File: src/rtl/fmt_pkg.sv
// Shared types and constants for the ALU result text formatter.
package fmt_pkg;

  localparam int RESULT_W   = 16;
  localparam int BCD_DIGITS = 5;

  localparam logic [7:0] CH_SPACE = 8'h20;
  localparam logic [7:0] CH_MINUS = 8'h2D;
  localparam logic [7:0] CH_ZERO  = 8'h30;

  typedef enum logic [1:0] {
    IDLE,
    SHIFT,
    FORMAT
  } state_t;

endpackage

File: src/rtl/bcd_add3.sv
// Double-dabble correction: a BCD nibble of 5 or more gets 3 added before the shift.
module bcd_add3 (
  input  logic [3:0] nib_in,
  output logic [3:0] nib_out
);

  assign nib_out = (nib_in >= 4'd5) ? nib_in + 4'd3 : nib_in;

endmodule

File: src/rtl/alu_result_formatter.sv
// Turns a 16-bit ALU result into a 6-character ASCII field (sign + 5 digits)
// using a 16-step shift-and-add-3 conversion, then pulses done.
module alu_result_formatter
  import fmt_pkg::*;
#(
  parameter int WIDTH  = RESULT_W,
  parameter int DIGITS = BCD_DIGITS
) (
  input  logic                      clk,
  input  logic                      reset,
  input  logic                      start,
  input  logic [WIDTH-1:0]          value,
  input  logic                      signed_mode,
  output logic                      busy,
  output logic                      done,
  output logic [8*(DIGITS+1)-1:0]   text
);

  state_t                  state;
  logic [WIDTH-1:0]        bin;
  logic [4*DIGITS-1:0]     bcd;
  logic [4*DIGITS-1:0]     bcd_adj;
  logic [3:0]              cnt;
  logic                    neg;
  logic                    neg_in;
  logic [8*(DIGITS+1)-1:0] text_next;

  for (genvar g = 0; g < DIGITS; g++) begin : g_add3
    bcd_add3 u_add3 (
      .nib_in  (bcd[4*g +: 4]),
      .nib_out (bcd_adj[4*g +: 4])
    );
  end

  assign busy   = (state != IDLE);
  assign neg_in = signed_mode & value[WIDTH-1];

  // Blank every digit left of the first nonzero one; the units digit always prints.
  always_comb begin
    logic       lead;
    logic [3:0] nib;
    text_next = '0;
    lead      = 1'b1;
    nib       = 4'h0;
    text_next[8*DIGITS +: 8] = neg ? CH_MINUS : CH_SPACE;
    for (int i = DIGITS - 1; i >= 0; i--) begin
      nib = bcd[4*i +: 4];
      if (lead && nib == 4'h0 && i != 0) begin
        text_next[8*i +: 8] = CH_SPACE;
      end else begin
        lead = 1'b0;
        text_next[8*i +: 8] = CH_ZERO + {4'h0, nib};
      end
    end
  end

  // NOTE: sequential state uses non-blocking assignments so every register
  // samples the pre-edge values of the others.
  always_ff @(posedge clk) begin
    if (reset) begin
      state <= IDLE;
      done  <= 1'b0;
      text  <= {(DIGITS+1){CH_SPACE}};
      cnt   <= '0;
      bin   <= '0;
      bcd   <= '0;
      neg   <= 1'b0;
    end else begin
      done <= 1'b0;
      case (state)
        IDLE: begin
          if (start) begin
            neg   <= neg_in;
            bin   <= neg_in ? (~value + 1'b1) : value;
            bcd   <= '0;
            cnt   <= '0;
            state <= SHIFT;
          end
        end
        SHIFT: begin
          bcd <= {bcd_adj[4*DIGITS-2:0], bin[WIDTH-1]};
          bin <= {bin[WIDTH-2:0], 1'b0};
          cnt <= cnt + 4'd1;
          if (cnt == 4'd15) state <= FORMAT;
        end
        FORMAT: begin
          text  <= text_next;
          done  <= 1'b1;
          state <= IDLE;
        end
        default: state <= IDLE;
      endcase
    end
  end

endmodule

File: config.mk
export PLATFORM = sky130hd
export DESIGN_NAME = alu_result_formatter
export DESIGN_NICKNAME = d
export VERILOG_FILES = /design/src/rtl/fmt_pkg.sv /design/src/rtl/bcd_add3.sv /design/src/rtl/alu_result_formatter.sv
export SDC_FILE = /design/constraint.sdc
export NUM_CORES = 1
export LEC_CHECK = 0
export ABC_AREA = 1
export BUFFER_PORTS_ARGS = -buffer_cell sky130_fd_sc_hd__buf_2
export CAP_MARGIN = 20
export CORE_AREA = 10 10 97 99
export CTS_BUF_LIST = sky130_fd_sc_hd__clkbuf_16
export DETAILED_ROUTE_END_ITERATION = 10
export DIE_AREA = 0 0 107 109
export PLACE_DENSITY = 0.72
export SLEW_MARGIN = 10
export SYNTH_ARGS = -nofsm -noshare
export SYNTH_HDL_FRONTEND = slang
export SYNTH_SLANG_ARGS = --single-unit
export TNS_END_PERCENT = 30
File: constraint.sdc
create_clock -name clk -period 3.4 [get_ports clk]
set_input_delay 0.51 -clock clk [delete_from_list [all_inputs] [get_ports clk]]
set_output_delay 0.51 -clock clk [all_outputs]
set_load 0.02 [all_outputs]
### After elaboration in Yosys (flattened, before gate mapping)

Index checks and enable logic that the tools add are counted.

* add/subtract/negate cells: 12
* order comparisons: 5
* equality and inequality tests: 5
* muxes and demuxes: 24
* bitwise logic cells: 2
* reduce and logical (&&, ||, !) cells: 13

Operators with widths (number)
* 20-bit one-hot mux with 2 select lines: 1
* 6-bit by 4-bit adder with 7-bit output, first input constant: 5
* 16-bit two-way mux: 2
* 16-bit one-hot mux with 2 select lines: 1
* 4-bit two-way mux: 6
* 7-bit two-way mux: 3
* 4-bit by 3-bit greater-or-equal comparator with 1-bit output, second input constant: 5
* 20-bit two-way mux: 1
* 16-bit by 1-bit adder with 16-bit output, second input constant: 1
* 4-bit by 2-bit adder with 4-bit output, second input constant: 4
* 4-bit logical NOT: 4
* 16-bit NOT: 1
* 8-bit two-way mux: 1
* 4-bit one-hot mux with 2 select lines: 1
* 2-bit AND reduction: 3
* 4-bit by 1-bit adder with 4-bit output, second input constant: 1
* 4-bit == test, second input constant: 1
* 1-bit two-way mux: 4
* 2-bit two-way mux: 2
* 2-bit != test, second input constant: 2
* 2-bit one-hot mux with 2 select lines: 1
* 2-bit nonzero test: 2
* 3-bit by 2-bit adder with 3-bit output, second input constant: 1
* 1-bit logical AND: 3
* other kinds (5): 5

* register bits after elaboration: 92
* bits of input ports: 20
* output and inout bits: 50
* logic and storage cells: 68

### Depth between registers and ports, before layout

Gate-level depths: netlist of run 1.

* depth after elaboration: 8
* depth in mapped cells: 9
* mapped depth without buffers: 9

### By module

A second synthesis of run 1 with hierarchy kept.

* cells, all modules: 544
* area total of the unflattened synthesis: 3819.9 um2

Modules (own cells, without submodules)
* alu_result_formatter: times used 1, cells an instance 429, area each 3144.3 um2, sequential area each 1401.3 um2
* bcd_add3: times used 5, cells an instance 23, area each 135.1 um2, sequential area each 0.0 um2

### Worst setup path after synthesis of run 1

OpenSTA, ideal clock, no wires.

* kind: input to register
* start point: in value[0]
* end point: reg bin[8]
* setup time: 131 ps
* arrival time: 1389 ps
* data required time: 3269 ps
* slack: 1881 ps
* stages: 7
* buffers on the path: 0
* path through: inv_1 -> ha_1 -> nand3_1 -> o21ai_1 -> or2_2 -> nand3_1 -> o21ai_0

* longest elaborated chain between the ends: 5

Ends and longest elaborated chain
* start: declaration: RTL line alu_result_formatter.sv:12 `input logic [WIDTH-1:0] value,`
* 16-bit NOT: RTL line alu_result_formatter.sv:74 `bin <= neg_in ? (~value + 1'b1) : value;`
* 16-bit by 1-bit adder with 16-bit output: RTL line alu_result_formatter.sv:74
* 16-bit two-way mux: RTL line alu_result_formatter.sv:74
* 16-bit two-way mux: RTL line alu_result_formatter.sv:72 `if (start) begin`
* 16-bit one-hot mux with 2 select lines: RTL line alu_result_formatter.sv:70 `case (state)`
* end signal: assignment: RTL line alu_result_formatter.sv:74
* end signal: assignment: RTL line alu_result_formatter.sv:82 `bin <= {bin[WIDTH-2:0], 1'b0};`
* end: declaration: RTL line alu_result_formatter.sv:20 `logic [WIDTH-1:0] bin;`

Every way passes these cells. The select of a mux whose other input is x is not followed.
A chain may end at the register's enable or synchronous reset.

### Worst setup path after layout of run 1

* start point: reg state[0]
* end point: reg bin[11]

* longest elaborated chain between the ends: 3
* elaborated cells on any way between the ends: 6
* those cells by class: 2 x eq/ne; 1 x mux; 3 x reduce/logical

Ends and longest elaborated chain
* start: declaration: RTL line alu_result_formatter.sv:19 `state_t state;`
* start signal: assignment: RTL line alu_result_formatter.sv:61 `state <= IDLE;`
* start signal: assignment: RTL line alu_result_formatter.sv:77 `state <= SHIFT;`
* start signal: assignment: RTL line alu_result_formatter.sv:84 `if (cnt == 4'd15) state <= FORMAT;`
* 2-bit by 1-bit == test with 1-bit output or 2-bit logical NOT (tied branches): RTL line alu_result_formatter.sv:70
* 2-bit nonzero test (no source line) or 2-bit != test (tied branches)
* 2-bit AND reduction (no source line)

Parallel ways exist; a longest one is shown, timed or not.

==> impl_results.md, run 1 <==
- Part of the power in combinational logic: 9.3%
- Initial antenna violation count: 0
- Met3 WL: 514 um
- First-pass GRT wire length: 14300 um
- Layout cells sized above 1: 14.4%
- Die H: 109 um
- Synth Flop Type: dfxtp_1
- Combinational family with the most area after synthesis: simple AND/OR/NAND/NOR gates
- DP Wirelength: 5990 um
- I/O pin count: 70
- FFs w/ async S/R, synth: 0%
- Synth Area in XOR/XNOR: 0.483%
- Layout Nets: 577
- RSZ-0062 raised after global routing: no
- Clock-pin slew on the worst setup and hold paths: 60 ps
- Clk pwr share: 48.1%
- Req. time, crit path: 3680 ps
- Largest net degree at the start of global routing: 41
- Fmax: 0.528 GHz
- Final wirelength: 8320 um
- Hold-fix buffers at CTS: 0
- Top cells by area, synth: dfxtp_1, nand2_1, a21oi_1
- Root Buffer: clkbuf_16
- CTS max path bufs: 2
- Number of cells on the worst reg-to-reg path: 7
- Worst setup EP type: register
- Wirelength per Cell: 12.8 um
- Sequential area share after synthesis: 38.6%
- Post-Syn Area: 3630 um^2
- Die X: 107 um
- Placed Cells: 633
- Die area: 11700 um^2
- Row count: 32
- Syn Inst Count: 503
- Total grt overflow: 0
- Reg power frac: 42.6%
- R2R Setup Slk: 1500 ps
- Final Skew: 5.14 ps
- Most common cell after layout, fill and taps aside: nand2_1
- Vias in the first global route: 3170
- Slew headroom: 46.0%
- Overall power: 2010 uW
- Final hold violations: 0
- Simple logic cell fraction of the synthesized area: 22.8%
- Final setup fails: 0
- Area leader, netlist: dfxtp_1
- Crit share post-route: 55.7%
- DRT met1 WL: 3760 um
- Hold depth: 2
- Core ar.: 7530 um^2
- Run status: complete, no violations
- Post-synthesis register bit count: 70
- Via count: 3296
- Count of input and output buffers: 49
- First-pass detailed-route iteration total: 4
- Slew @ Worst Pin: 808 ps
- TritonCTS Buffers: 9
- Final setup TNS: 0 ps
- DRC: 0
- Pwr dens: 488 nW/um^2
- Commonest cells after routing, fill and taps aside: nand2_1, dfxtp_1, a21oi_1
- Area after DPL: 3810 um^2
- CP arrival: 2170 ps
- Initial core utilization: 48.2%
- Compound-Gate Fraction of Synth Area: 19.5%
- Min Tclk post-route: 1900 ps
- H-tree levels: 3
- Maximum vdd drop: 0.199 mV
- Mux cell area share after synthesis: 0%
- Clock sinks: 70
- Cell variety after synth: 34
- Area Growth Syn to Fin: 13.6%
- Synth top area share: 38.6%
- Drt initial violations: 174
- Max-cap check violation count: 0
- Yosys warnings: 0
- Post-CTS Setup Inserts: 0
- Post-Layout Cell Count: 649
- Post-synthesis area per instance: 7.21 um^2
- Clock Latency Late Sink: 330 ps
- Post-route ant nets: 0
- Net Sw Frac: 24.1%
- Gp weighted congestion: 0.868
- Top layer in use: met4
- Critical path class: register to register
- Vias per cell: 5.08
- Adder-Cell Fraction of Synth Area: 5.18%
- Post-cts sizing count: 0
- Final instance area: 4120 um^2
- WHS: 459 ps
- Final Max Slew Viols: 0
- Total GRT Usage: 14.9%
- Hold crit path type: register to register
- Diode count: 0
- Metal2 WL: 3890 um
- CTS tree: built
- Max FO, Critical Path: 38
- Switching power: 484 uW
- Number of synthesized flops with an enable pin: 0
- Pleak: 0.00185 uW
- Setup crit start kind: register
- Cell Int Power: 1530 uW
-- final cells by class --
| class | count | area [um^2] |
|---|---|---|
| sequential | 70 | 1400 |
| clock inverter | 7 | 80.1 |
| clock buffer | 9 | 225 |
| fill | 759 | 3410 |
| multi-input combinational | 355 | 1810 |
| timing repair buffer | 52 | 268 |
| inverter | 54 | 203 |
| tap | 102 | 128 |
-- power by group through the flow --
stage	Clock, uW	Sequential, uW	Combinational [uW]
detailed placement	0	874	186
finish	967	857	187
CTS	976	857	186
global placement	0	874	182
global route	1020	859	213
floorplan	0	870	171
-- kinds of logic (layout without fill, tap and decap cells) --
logic type / Yosys count / count (layout)
flip-flops: 70 / 70
other: 2 / 20
buffers and inverters: 96 / 122
AND/OR/NAND/NOR: 189 / 189
XOR/XNOR: 2 / 2
AO/OA/AOI/OAI: 129 / 129
adder cells (fa/ha/maj): 15 / 15
-- Yosys cell counts, types with 2 or more instances --
cell type	count
o21ai_0	40
a22oi_1	15
buf_4	23
nor2_1	37
dfxtp_1	70
a21oi_1	63
buf_2	7
clkbuf_1	8
nor2_2	2
buf_6	3
conb_1	2
nand2_1	93
nand3_1	40
o22ai_1	4
nor2_4	2
or2_2	4
ha_1	15
inv_2	4
inv_1	50
nand4_1	7
-- sequential cells by signal (all words and copies together), names as in the netlist --
register and cells:
bcd 20, done 1, text 26, state 2, bin 16, neg 1
cnt 4
-- metrics by stage --
step	utilization (%)	setup WS, ps
2_1_floorplan	-	1880
3_3_place_gp	50.7	1480
3_5_place_dp	50.7	1460
4_1_cts	54.7	1510
5_1_grt	54.7	1310
6_report	54.7	1500
-- final timing paths --
check	from	end
min	text[25]	text[25]
max	state[0]	bin[11]
min reg2reg	text[25]	text[25]
max reg2reg	state[0]	bin[11]
-- metal layers --
layer / vias to the layer above / global-route usage [%]
li1: 1714 / -
met1: 1485 / 17.9
met2: 84 / 24.3
met3: 13 / 4.07
met4: 0 / 6.87
met5: - / 0
-- worst max-delay path, cell delays in order, from the launching register on --
cell and delay, ps:
dfxtp_1 320, inv_2 110, nor2_4 80, buf_4 220, nor2_4 660, a22oi_1 130, or2_1 250, nand2_1 60
Note: power is estimated with default switching activity, not from simulation.
==> inputs of run 2 (changes only) <==
--- a/config.mk
+++ b/config.mk
@@ -12,7 +12,7 @@
 export CTS_BUF_LIST = sky130_fd_sc_hd__clkbuf_16
 export DETAILED_ROUTE_END_ITERATION = 10
 export DIE_AREA = 0 0 107 109
-export PLACE_DENSITY = 0.72
+export PLACE_DENSITY = 0.75
 export SLEW_MARGIN = 10
 export SYNTH_ARGS = -nofsm -noshare
 export SYNTH_HDL_FRONTEND = slang
==> constraint.sdc (replaced) <==
create_clock -name clk -period 1.6 [get_ports clk]
set_input_delay 0.24 -clock clk [delete_from_list [all_inputs] [get_ports clk]]
set_output_delay 0.24 -clock clk [all_outputs]
set_load 0.02 [all_outputs]
==> impl_results.md, run 2 (synthesis gave the netlist of run 1 again) <==
- Slew headroom: 62.0% (+16 points)
- Die H: 109 um (unchanged)
- Crit-path max cell delay: 370 ps (-290 ps)
- Crit path cell chain: inv_1 -> ha_1 -> or2_2 -> nand3_2 -> a21oi_1 -> o21ai_0 -> a21oi_1
- Largest net degree at the start of global routing: 36 (-12%)
- Wirelength per Cell: 12.9 um (+0.34%)
- Via count: 3366 (+2.1%)
- Final Max Slew Viols: 0 (unchanged)
- Final hold violations: 0 (unchanged)
- Final Skew: 4.98 ps (-0.162 ps)
- Pwr dens: 950 nW/um^2 (+95%)
- Drt initial violations: 143 (-18%)
- Post-route ant nets: 0 (unchanged)
- Top cell by count, worst path: a21oi_1
- Number of cells on the worst reg-to-reg path: 7 (unchanged)
- Root Buffer: clkbuf_16
- Max-cap check violation count: 0 (unchanged)
- HP Start: reset
- Worst setup EP type: register
- Req. time, crit path: 1800 ps (-1880 ps)
- DP Wirelength: 6110 um (+2.0%)
- Setup crit start kind: register
- Total grt overflow: 0 (unchanged)
- Vias per cell: 5.08 (about the same)
- CP arrival: 1660 ps (-510 ps)
- Min Tclk post-route: 1460 ps (-437 ps)
- Initial antenna violation count: 0 (unchanged)
- I/O pin count: 70 (unchanged)
- Die X: 107 um (unchanged)
- Hold Path End: bin[15]
- RSZ-0062 raised after global routing: no
- FF-to-FF End: bcd[2]
- Gp weighted congestion: 0.804 (-7.3%)
- H-tree levels: 3 (unchanged)
- Pleak: 0.00191 uW (+3.3%)
- Initial core utilization: 48.2% (unchanged)
- DRC: 0 (unchanged)
- Most common cell after layout, fill and taps aside: nand2_1
- Maximum vdd drop: 0.455 mV (+130%)
- R2R Path Start: bcd[1]
- Hold-fix buffers at CTS: 0 (unchanged)
- Vias in the first global route: 3220 (+1.6%)
- Hold crit path type: primary input to register
- CP max-delay cell: dfxtp_1
- Row count: 32 (unchanged)
- Area Growth Syn to Fin: 16.1%
- Largest registers: text x26, bcd x20, bin x16
- Total GRT Usage: 14.4% (-0.49 points)
- Layout Nets: 591 (+2.4%)
- Max FO, Critical Path: 4 (-89%)
- Count of input and output buffers: 49 (unchanged)
- First-pass detailed-route iteration total: 5 (+1)
- Core ar.: 7530 um^2 (unchanged)
- Final instance area: 4210 um^2 (+2.2%)
- Run status: complete, no violations
- Area after DPL: 3890 um^2 (+2.1%)
- Number of flip-flops under the largest register name: 26 (unchanged)
- Slew @ Worst Pin: 570 ps (-239 ps)
- Final wirelength: 8520 um (+2.5%)
- Crit share post-route: 91.1% (+35 points)
- CTS tree: built
- Commonest cells after routing, fill and taps aside: nand2_1, dfxtp_1, a21oi_1
- Final setup TNS: 0 ps (unchanged)
- Clock Latency Late Sink: 330 ps (about the same)
- Die area: 11700 um^2 (unchanged)
- Final setup fails: 0 (unchanged)
- Largest Register: text
- CTS max path bufs: 2 (unchanged)
- Clock-pin slew on the worst setup and hold paths: 50 ps (about the same)
- Critical path class: register to register
- Hold depth: 2 (unchanged)
- Diode count: 0 (unchanged)
- First-pass GRT wire length: 14000 um (-2.4%)
- R2R Setup Slk: 140 ps (-1360 ps)
- Fmax: 0.686 GHz (+30%)
- Layout cells sized above 1: 16.9% (+2.5 points)
- Core Util, Final: 55.9% (+1.2 points)
- TritonCTS Buffers: 9 (unchanged)
- Clock sinks: 70 (unchanged)
==> run 2: layout make-up <==
| type | instances | area (um^2) |
|---|---|---|
| multi-input cells | 355 | 1820 |
| flip-flops and latches | 70 | 1400 |
| fillers | 738 | 3320 |
| clock buffers | 9 | 225 |
| clock inverters | 7 | 32.5 |
| inverters | 54 | 203 |
| well taps | 102 | 128 |
| repair buffers | 66 | 398 |
==> run 2: worst max path at each step <==
stage / startpoint / to / cells after the start / slack [ps]
after floorplan: bcd[0] / bcd[2] / 7 / 230
after global placement: value[0] / bin[14] / 8 / 150
after detailed placement: bcd[8] / bcd[10] / 6 / 100
after CTS: bcd[8] / bcd[9] / 6 / 90
after global routing: bcd[1] / bcd[2] / 7 / 30
final: bcd[1] / bcd[2] / 7 / 140
==> run 2: worst max-delay path, delay by kind of cell, from the launching register on <==
family | cells | cell delay (ps)
simple gates | 2 | 430
compound gates | 3 | 240
buf+inv | 1 | 90
flops | 1 | 370
fa+ha+maj | 1 | 190
==> run 2: stage by stage <==
stage / hold WS [ps] / total power, uW / worst slack (ps) / instances
after floorplan: 400 / 2210 / 225 / 521
after global placement: 452 / 2280 / 152 / 642
after detailed placement: 455 / 2280 / 97.5 / 642
after CTS: 186 / 4000 / 85.4 / 658
after global routing: 193 / 4170 / 34.4 / 663
final: 191 / 4000 / 142 / 663
==> run 2: repair_timing <==
item	in CTS	in global routing
setup endpoints to repair	0	19
gates resized for setup	0	2
buffers inserted	0	5
endpoints found under the hold margin	0	0
==> run 2: power breakdown <==
| group | switching [uW] | internal [uW] | total, uW |
|---|---|---|---|
| Clock | 691 | 1020 | 1710 |
| Sequential | 26.5 | 1790 | 1820 |
| Combinational | 300 | 171 | 471 |
==> run 2: per-layer routing <==
metal / up-vias / global-route usage (%) / wire length, um / part of all wire, %
met5: - / 0 / 0 / 0
met4: 0 / 7.35 / 130 / 1.5
met3: 11 / 3.83 / 459 / 5.4
met2: 73 / 24.5 / 4010 / 47
met1: 1547 / 16.2 / 3930 / 46
li1: 1735 / - / - / -
==> inputs of run 3 (changes only) <==
--- a/config.mk
+++ b/config.mk
@@ -13,6 +13,7 @@
 export DETAILED_ROUTE_END_ITERATION = 10
 export DIE_AREA = 0 0 107 109
 export PLACE_DENSITY = 0.75
+export SETUP_SLACK_MARGIN = 0.2
 export SLEW_MARGIN = 10
 export SYNTH_ARGS = -nofsm -noshare
 export SYNTH_HDL_FRONTEND = slang
==> impl_results.md, run 3 (synthesis gave the netlist of run 1 again) <==
- Clock-pin slew on the worst setup and hold paths: 50 ps (about the same)
- Maximum vdd drop: 0.482 mV (+6.1%)
- Drt initial violations: 138 (-3.5%)
- Min Tclk post-route: 1440 ps (-20.4 ps)
- Final instance area: 4360 um^2 (+3.5%)
- Final setup fails: 0 (unchanged)
- Fill cell count: 716 (-3.0%)
- Fmax: 0.695 GHz (+1.4%)
- I/O pin count: 70 (unchanged)
- Worst setup EP type: register
- Metal2 WL: 4190 um (+4.5%)
- CTS tree: built
- Crit share post-route: 89.9% (-1.3 points)
- Core ar.: 7530 um^2 (unchanged)
- CP max-delay cell: dfxtp_2
- Slew headroom: 60.7% (-1.3 points)
- Row count: 32 (unchanged)
- Register Area: 1410 um^2 (+0.54%)
- Top layer in use: met4
- Via count: 3403 (+1.1%)
- Setup crit start kind: register
- TritonCTS Buffers: 9 (unchanged)
- Post-route ant nets: 0 (unchanged)
- Initial core utilization: 48.2% (unchanged)
- Critical path class: register to register
- Clock Latency Late Sink: 330 ps (about the same)
- H-tree levels: 3 (unchanged)
- Placed Cells: 642 (unchanged)
- Final Max Slew Viols: 0 (unchanged)
- Overall power: 4040 uW (+0.95%)
- Largest net degree at the start of global routing: 36 (unchanged)
- Largest registers: text x26, bcd x20, bin x16
- First-pass detailed-route iteration total: 5 (unchanged)
- Vias in the first global route: 3257 (+1.1%)
- Met3 WL: 540 um (+18%)
- Die area: 11700 um^2 (unchanged)
- First-pass GRT wire length: 14100 um (+0.84%)
- Initial antenna violation count: 0 (unchanged)
- Slew @ Worst Pin: 588 ps (+18.9 ps)
- Final setup TNS: 0 ps (unchanged)
- Total GRT Usage: 14.5% (+0.12 points)
- Final wirelength: 8680 um (+1.8%)
- Crit-path max cell delay: 340 ps (-30 ps)
- CP bufs+invs: 3 (+2)
- Max FO, Critical Path: 12 (+8)
- Layout cells sized above 1: 22.8% (+5.9 points)
- Crit path cell chain: inv_2 -> nor2_4 -> clkinvlp_4 -> buf_12 -> a21oi_1 -> o21ai_0 -> a21oi_1
- Pleak: 0.00197 uW (+2.8%)
- Run status: complete, no violations
- Final Skew: 5.47 ps (+0.492 ps)
- Post-Layout Cell Count: 667 (+0.60%)
- CP arrival: 1690 ps (+30 ps)
- Top cell by count, worst path: a21oi_1
- Clock sinks: 70 (unchanged)
- Max-cap check violation count: 0 (unchanged)
- DP Wirelength: 6110 um (unchanged)
- Number of flip-flops under the largest register name: 26 (unchanged)
- Hold crit path type: primary input to register
- Die X: 107 um (unchanged)
- Vias per cell: 5.10 (+0.49%)
- DRC: 0 (unchanged)
- CP delay by family, top: compound AO/OA/AOI/OAI gates
- Commonest cells after routing, fill and taps aside: nand2_1, dfxtp_1, a21oi_1
- CTS max path bufs: 2 (unchanged)
- Diode count: 0 (unchanged)
- Total grt overflow: 0 (unchanged)
- Core Util, Final: 57.9% (+1.9 points)
- Area occupied by multi-input gates: 1910 um^2 (+4.8%)
- Count of input and output buffers: 49 (unchanged)
- Area Growth Syn to Fin: 20.2%
- Gp weighted congestion: 0.804 (unchanged)
- Wirelength per Cell: 13.0 um (+1.2%)
- Final hold violations: 0 (unchanged)
- Layout Nets: 595 (+0.68%)
- Pwr dens: 927 nW/um^2 (-2.4%)
- Area after DPL: 3890 um^2 (unchanged)
- Largest Register: text
- Req. time, crit path: 1850 ps (+50 ps)
- DRT met1 WL: 3810 um (-2.9%)
- Root Buffer: clkbuf_16
- Die H: 109 um (unchanged)
- Most common cell after layout, fill and taps aside: nand2_1
- RSZ-0062 raised after global routing: yes
[run 3: changes by cell type in the layout (fill, tap and decap cells not counted), sizes merged]
cell / delta
buf: +4
inv: -1
clkinvlp: +1
[run 3: layout make-up]
cell class | count | area share [%]
inverter | 54 | 4.85
clock inverter | 7 | 0.747
sequential | 70 | 32.3
multi-input combinational | 355 | 43.9
timing repair buffer | 70 | 10.1
tap | 102 | 2.93
clock buffer | 9 | 5.17
[run 3: worst reg2reg max path, stage by stage, from the launching register on]
cell and delay, ps:
dfxtp_2 340, inv_2 70, nor2_4 210, clkinvlp_4 150
buf_12 160, a21oi_1 170, o21ai_0 140, a21oi_1 140
[run 3: worst paths after layout]
| check | start | cells past startpoint | slack (ps) | end |
|---|---|---|---|---|
| setup / recovery | state[0] | 7 | 160 | bcd[8] |
| hold reg to reg | text[24] | 2 | 470 | text[24] |
| hold / removal | reset | 2 | 190 | bin[15] |
| setup reg to reg | state[0] | 7 | 160 | bcd[8] |
[run 3: stage by stage]
step | setup WS, ps | hold WS [ps]
after floorplan | 225 | 400
after global placement | 152 | 452
after detailed placement | 97.5 | 455
after CTS | 131 | 186
after global routing | 109 | 193
final | 162 | 186
[run 3: report_power, final]
part / switching (uW) / leakage, uW / internal, uW
Clock: 698 / 0.000129 / 1020
Combinational: 314 / 0.00127 / 188
Sequential: 26.6 / 0.000570 / 1790
[run 3: repair_timing]
item                                    CTS  global route
hold buffers                              0             0
endpoints found under the setup margin   24            45
buffers inserted                          4             5
pin swaps                                 1            10
resized for setup                         2            43
[run 3: per-layer routing]
| metal | global-route usage, % | up-vias |
|---|---|---|
| met5 | 0 | - |
| met4 | 7.35 | 0 |
| met3 | 3.83 | 14 |
| met2 | 25.2 | 107 |
| met1 | 16.1 | 1541 |
| li1 | - | 1741 |
